## src/rtl/ones_count3_pkg.sv

```systemverilog
// Shared types and reference data for the registered 3-input ones counter.
package ones_count3_pkg;

  typedef enum logic [1:0] {
    SOP      = 2'd0,
    NAND_NOR = 2'd1,
    XOR_MAJ  = 2'd2
  } sel_e;

  localparam int unsigned NUM_IMPL = 3;
  localparam int unsigned RES_W    = 2;

  // Indexed by {a,b,c}; each entry is {y1,y0}.
  localparam logic [RES_W-1:0] COUNT3_TT [8] = '{
    2'b00, 2'b01, 2'b01, 2'b10, 2'b01, 2'b10, 2'b10, 2'b11
  };

  function automatic logic [RES_W-1:0] ref_count3(input logic a, input logic b, input logic c);
    return COUNT3_TT[{a, b, c}];
  endfunction

endpackage

```

## src/rtl/count3_comb.sv

```systemverilog
// One combinational realisation of the 3-input ones counter, picked by IMPL.
module count3_comb
  import ones_count3_pkg::*;
#(
  parameter sel_e IMPL = SOP
) (
  input  logic a,
  input  logic b,
  input  logic c,
  output logic y1,
  output logic y0
);

  if (IMPL == SOP) begin : g_sop
    assign y1 = (a & b) | (a & c) | (b & c);
    assign y0 = (~a & ~b &  c) | (~a &  b & ~c) |
                ( a & ~b & ~c) | ( a &  b &  c);
  end else if (IMPL == NAND_NOR) begin : g_nand_nor
    logic n1, n2, n3, x_ab;
    logic m1, m2, m3;
    // Four-NAND XOR for a^b, reused for the carry term.
    assign n1   = ~(a & b);
    assign n2   = ~(a & n1);
    assign n3   = ~(b & n1);
    assign x_ab = ~(n2 & n3);
    assign m1   = ~(x_ab & c);
    assign m2   = ~(x_ab & m1);
    assign m3   = ~(c & m1);
    assign y0   = ~(m2 & m3);
    assign y1   = ~(n1 & m1);
  end else begin : g_xor_maj
    logic x_ab;
    assign x_ab = a ^ b;
    assign y0   = x_ab ^ c;
    assign y1   = (a & b) | (c & x_ab);
  end

endmodule

```

## src/rtl/ones_count3_reg.sv

```systemverilog
// Registered 3:2 compressor cell: selected realisation drives y1/y0, the
// other two realisations cross-check it through a sticky mismatch flag.
module ones_count3_reg
  import ones_count3_pkg::*;
#(
  parameter int unsigned SEL      = 0,
  parameter bit          CHECK_EN = 1'b1
) (
  input  logic clk,
  input  logic rst_n,
  input  logic in_valid,
  input  logic a,
  input  logic b,
  input  logic c,
  output logic y1,
  output logic y0,
  output logic out_valid,
  output logic mismatch
);

  if (SEL >= NUM_IMPL) begin : g_bad_sel
    $error("ones_count3_reg: SEL must be 0, 1 or 2");
  end

  logic sop_y1, sop_y0, nn_y1, nn_y0, xm_y1, xm_y0;
  logic [RES_W-1:0] res_sop, res_nn, res_xm, res_sel_c;
  logic             diff_c;

  count3_comb #(.IMPL(SOP))      u_sop      (.a(a), .b(b), .c(c), .y1(sop_y1), .y0(sop_y0));
  count3_comb #(.IMPL(NAND_NOR)) u_nand_nor (.a(a), .b(b), .c(c), .y1(nn_y1),  .y0(nn_y0));
  count3_comb #(.IMPL(XOR_MAJ))  u_xor_maj  (.a(a), .b(b), .c(c), .y1(xm_y1),  .y0(xm_y0));

  assign res_sop = {sop_y1, sop_y0};
  assign res_nn  = {nn_y1, nn_y0};
  assign res_xm  = {xm_y1, xm_y0};

  // Result select
  always_comb begin
    res_sel_c = res_sop;
    case (SEL)
      1:       res_sel_c = res_nn;
      2:       res_sel_c = res_xm;
      default: res_sel_c = res_sop;
    endcase
  end

  assign diff_c = (res_sop != res_nn) | (res_sop != res_xm) | (res_nn != res_xm);

  // Output registers and sticky cross-check flag
  always_ff @(posedge clk) begin
    if (!rst_n) begin
      y1        <= 1'b0;
      y0        <= 1'b0;
      out_valid <= 1'b0;
      mismatch  <= 1'b0;
    end else begin
      out_valid <= in_valid;
      if (in_valid) begin
        y1 <= res_sel_c[1];
        y0 <= res_sel_c[0];
      end
      if (in_valid && CHECK_EN && diff_c) begin
        mismatch <= 1'b1;
      end
    end
  end

  // The selected realisation must always match the reference table.
  always_ff @(posedge clk) begin
    if (rst_n && in_valid) begin
      assert (res_sel_c == ref_count3(a, b, c))
        else $error("ones_count3_reg: selected result disagrees with reference");
    end
  end

endmodule

```

## config.mk

```make
export PLATFORM = sky130hd
export DESIGN_NAME = ones_count3_reg
export DESIGN_NICKNAME = d
export VERILOG_FILES = /design/src/rtl/ones_count3_pkg.sv /design/src/rtl/count3_comb.sv /design/src/rtl/ones_count3_reg.sv
export SDC_FILE = /design/constraint.sdc
export NUM_CORES = 1
export LEC_CHECK = 0
export ABC_AREA = 1
export CAP_MARGIN = 20
export CORE_AREA = 2 2 39 41
export CTS_BUF_LIST = sky130_fd_sc_hd__clkbuf_16
export DETAILED_ROUTE_END_ITERATION = 12
export DIE_AREA = 0 0 41 43
export GPL_TIMING_DRIVEN = 0
export PLACE_DENSITY = 0.39
export SLEW_MARGIN = 20
export SYNTH_ARGS = -nofsm -noshare
export SYNTH_HDL_FRONTEND = slang
export SYNTH_HIERARCHICAL = 1
export SYNTH_SLANG_ARGS = --single-unit
```

## constraint.sdc

```tcl
create_clock -name clk -period 1.35 [get_ports clk]
set_input_delay 0.27 -clock clk [delete_from_list [all_inputs] [get_ports clk]]
set_output_delay 0.27 -clock clk [all_outputs]
set_load 0.02 [all_outputs]
```

==> out/qor.yml <==
route:
  drtIter0Drc: 0
  wl_um: 472
  antenna_left: 0
  firstDrtPassIters: 1
  via_per_inst: 3.75
  routedWlPerCell_um: 8.43
  drc_errors: 0
  num_vias: 210
clock_network:
  clk_latency_ns: 0.22
  cts_root_buf: "clkbuf_16"
  clk_pin_slew_ns: 0.03
  cts_sinks: 4
  cts_tree: "built"
  numCtsBuffers: 3
  htree_levels: 1
  clk_path_buf_depth: 2
timing:
  worst_pin_slew_ns: 0.225
  timing.final.crit_share_pct: 89.7
  whs_ns: 0.433
  fmax_ghz: 0.826
  rsz0062_at_grt: "no"
  slew_headroom_pct: 85.1
  fin_worst_skew_ns: 0
  setup_violations: 0
  timing.final.hold_violations: 0
  fin_crit_ns: 1.21
  slew_violations: 0
critical_path:
  crit_fanout: 3
  crit_type: "primary input to flop"
  critPathTopFamily: "adder cells"
  endpoint_kind: "flop"
  cp.buffers_inverters: 1
  crit_top_cell: "nand2_1"
  worstPathCellList: "buf_2 -> fa_1 -> nor2_1 -> nand2_1 -> nand2_1 -> nand3_1 -> nand2_1 -> nand2_1"
  cp-start-kind: "primary input"
  crit_slowest_cell: "fa_1"
  critPathMaxStageDelay_ns: 0.51
  crit_required_ns: 1.47
  worstPathArrival_ns: 1.33
yosys:
  syn_nets: 36
  synthesis.area_um2: 228
  yosys_warnings: 6
  synth.avg_cell_area_um2: 8.43
  synth-seq-area-share_pct: 35.2
  syn_inst: 27
  ys_types: 9
  ys_ff_latch: 4
pwr:
  power.share.combinational_pct: 14.7
  vdd_drop_max_mv: 0.344
  p_int_uw: 554
  pwr-share-clk_pct: 66.1
  power.density_mw_per_mm2: 1730
  p_sw_uw: 139
  sw_frac_of_total_pct: 20.0
  p_leak_uw: 0.000202
  seq_power_share_pct: 19.2
cells_and_area:
  drive_above_1_share_pct: 20.0
  diodes: 0
  post-route-util_pct: 28.9
  syn_to_final_growth_pct: 75.8
  stdcell_area_um2: 400
  final_common_cell: "nand2_1"
  fin_nets: 51
  fill_cells: 158
  most-common-layout-cells: "8 x nand2_1, 4 x inv_1, 4 x dfxtp_1, 4 x dlygate4sd2_1"
floorplanning:
  num_rows: 14
  start_util_pct: 16.5
  pin_count: 10
  die_area_mm2: 0.00176
  core_mm2: 0.00138
  die_height_um: 43
  die-width_um: 41
min_path:
  min_path_type: "flop to flop"
grt:
  grt_max_degree: 6
  grt_use_total_pct: 7.56
  grt_overflow_total: 0
  grt_pass1_wl_um: 765
  grt_pass1_vias: 182
  antenna_found_initial: 0
placed_design:
  gp_congestion: 0.692
  place.detailed.hpwl_um: 369
  place_area_um2: 338
  numPortBuffers: 9
outcome:
  status: "completed"
flow_run:
  maxCapViolations: 0
-- final timing paths --
kind,end,start,cells after the start,slack [ns]
worst min-delay path,mismatch,mismatch,2,0.43
worst max register to register,y0,y0,2,0.72
worst min register to register,mismatch,mismatch,2,0.43
worst max-delay path,mismatch,a,8,0.14
-- cells in the mapped netlist, drive strengths merged --
cell type  instances  area, um^2
o21ai              3        18.8
nand3              2        10.0
dfxtp              4        80.1
a21oi              2        10.0
nor2               1        3.75
fa                 3        60.1
inv                4        15.0
nand2              8        30.0
-- cells by family (layout without fill, tap and decap cells) --
logic type / after synthesis / after routing / share of synthesized area (%)
AO/OA/AOI/OAI: 5 / 5 / 12.6
buffers and inverters: 4 / 17 / 6.59
AND/OR/NAND/NOR: 11 / 11 / 19.2
adder cells (fa/ha/maj): 3 / 3 / 26.4
flip-flops: 4 / 4 / 35.2
-- worst reg2reg max path: stages (launching register included) --
cell	delay [ns]
dfxtp_1	0.30
o21ai_0	0.16
a21oi_1	0.05
-- area by class of cell --
type / instances / area [um^2] / area share (%)
Multi-Input combinational cell: 19 / 133 / 33.1
Sequential cell: 4 / 80.1 / 20.0
Tap cell: 16 / 20.0 / 5.00
Clock buffer: 3 / 75.1 / 18.8
Timing Repair Buffer: 10 / 77.6 / 19.4
Inverter: 4 / 15.0 / 3.75
-- registers in the layout, summed over array words and instances (netlist names) --
signal     cells
y1             1
y0             1
mismatch       1
out_valid      1
-- layer usage --
metal  vias up  wire length, um  GRT usage [%]
li1        112                -              -
met1        94              202           6.84
met2         2              242           9.38
met3         2                4           3.14
met4         0               22           12.0
met5         -                0              0
-- stage by stage --
step	cells	total power, uW	setup slack [ns]	TNS, ns
floorplan	27	192	0.131	0
global placement	52	241	-0.502	-0.999
detailed placement	52	243	-0.527	-1.05
CTS	55	697	0.00111	0
global route	56	725	0.0595	0
finish	56	693	0.139	0
-- power by group through the flow --
stage	Clock (uW)	Sequential, uW	Combinational (uW)
after CTS	464	133	98.9
after global placement	0	135	106
after detailed placement	0	135	108
after global routing	477	135	113
final	458	133	102
after floorplan	0	148	44.6
-- timing repair --
| action | CTS | global route |
|---|---|---|
| pin swaps | 1 | 1 |
| resized for setup | 10 | 4 |
| endpoints found under the setup margin | 6 | 1 |
| cloned | 0 | 0 |
| hold buffers | 0 | 0 |
| setup buffers | 0 | 1 |
No activity file was read; power rests on OpenSTA's default activity.
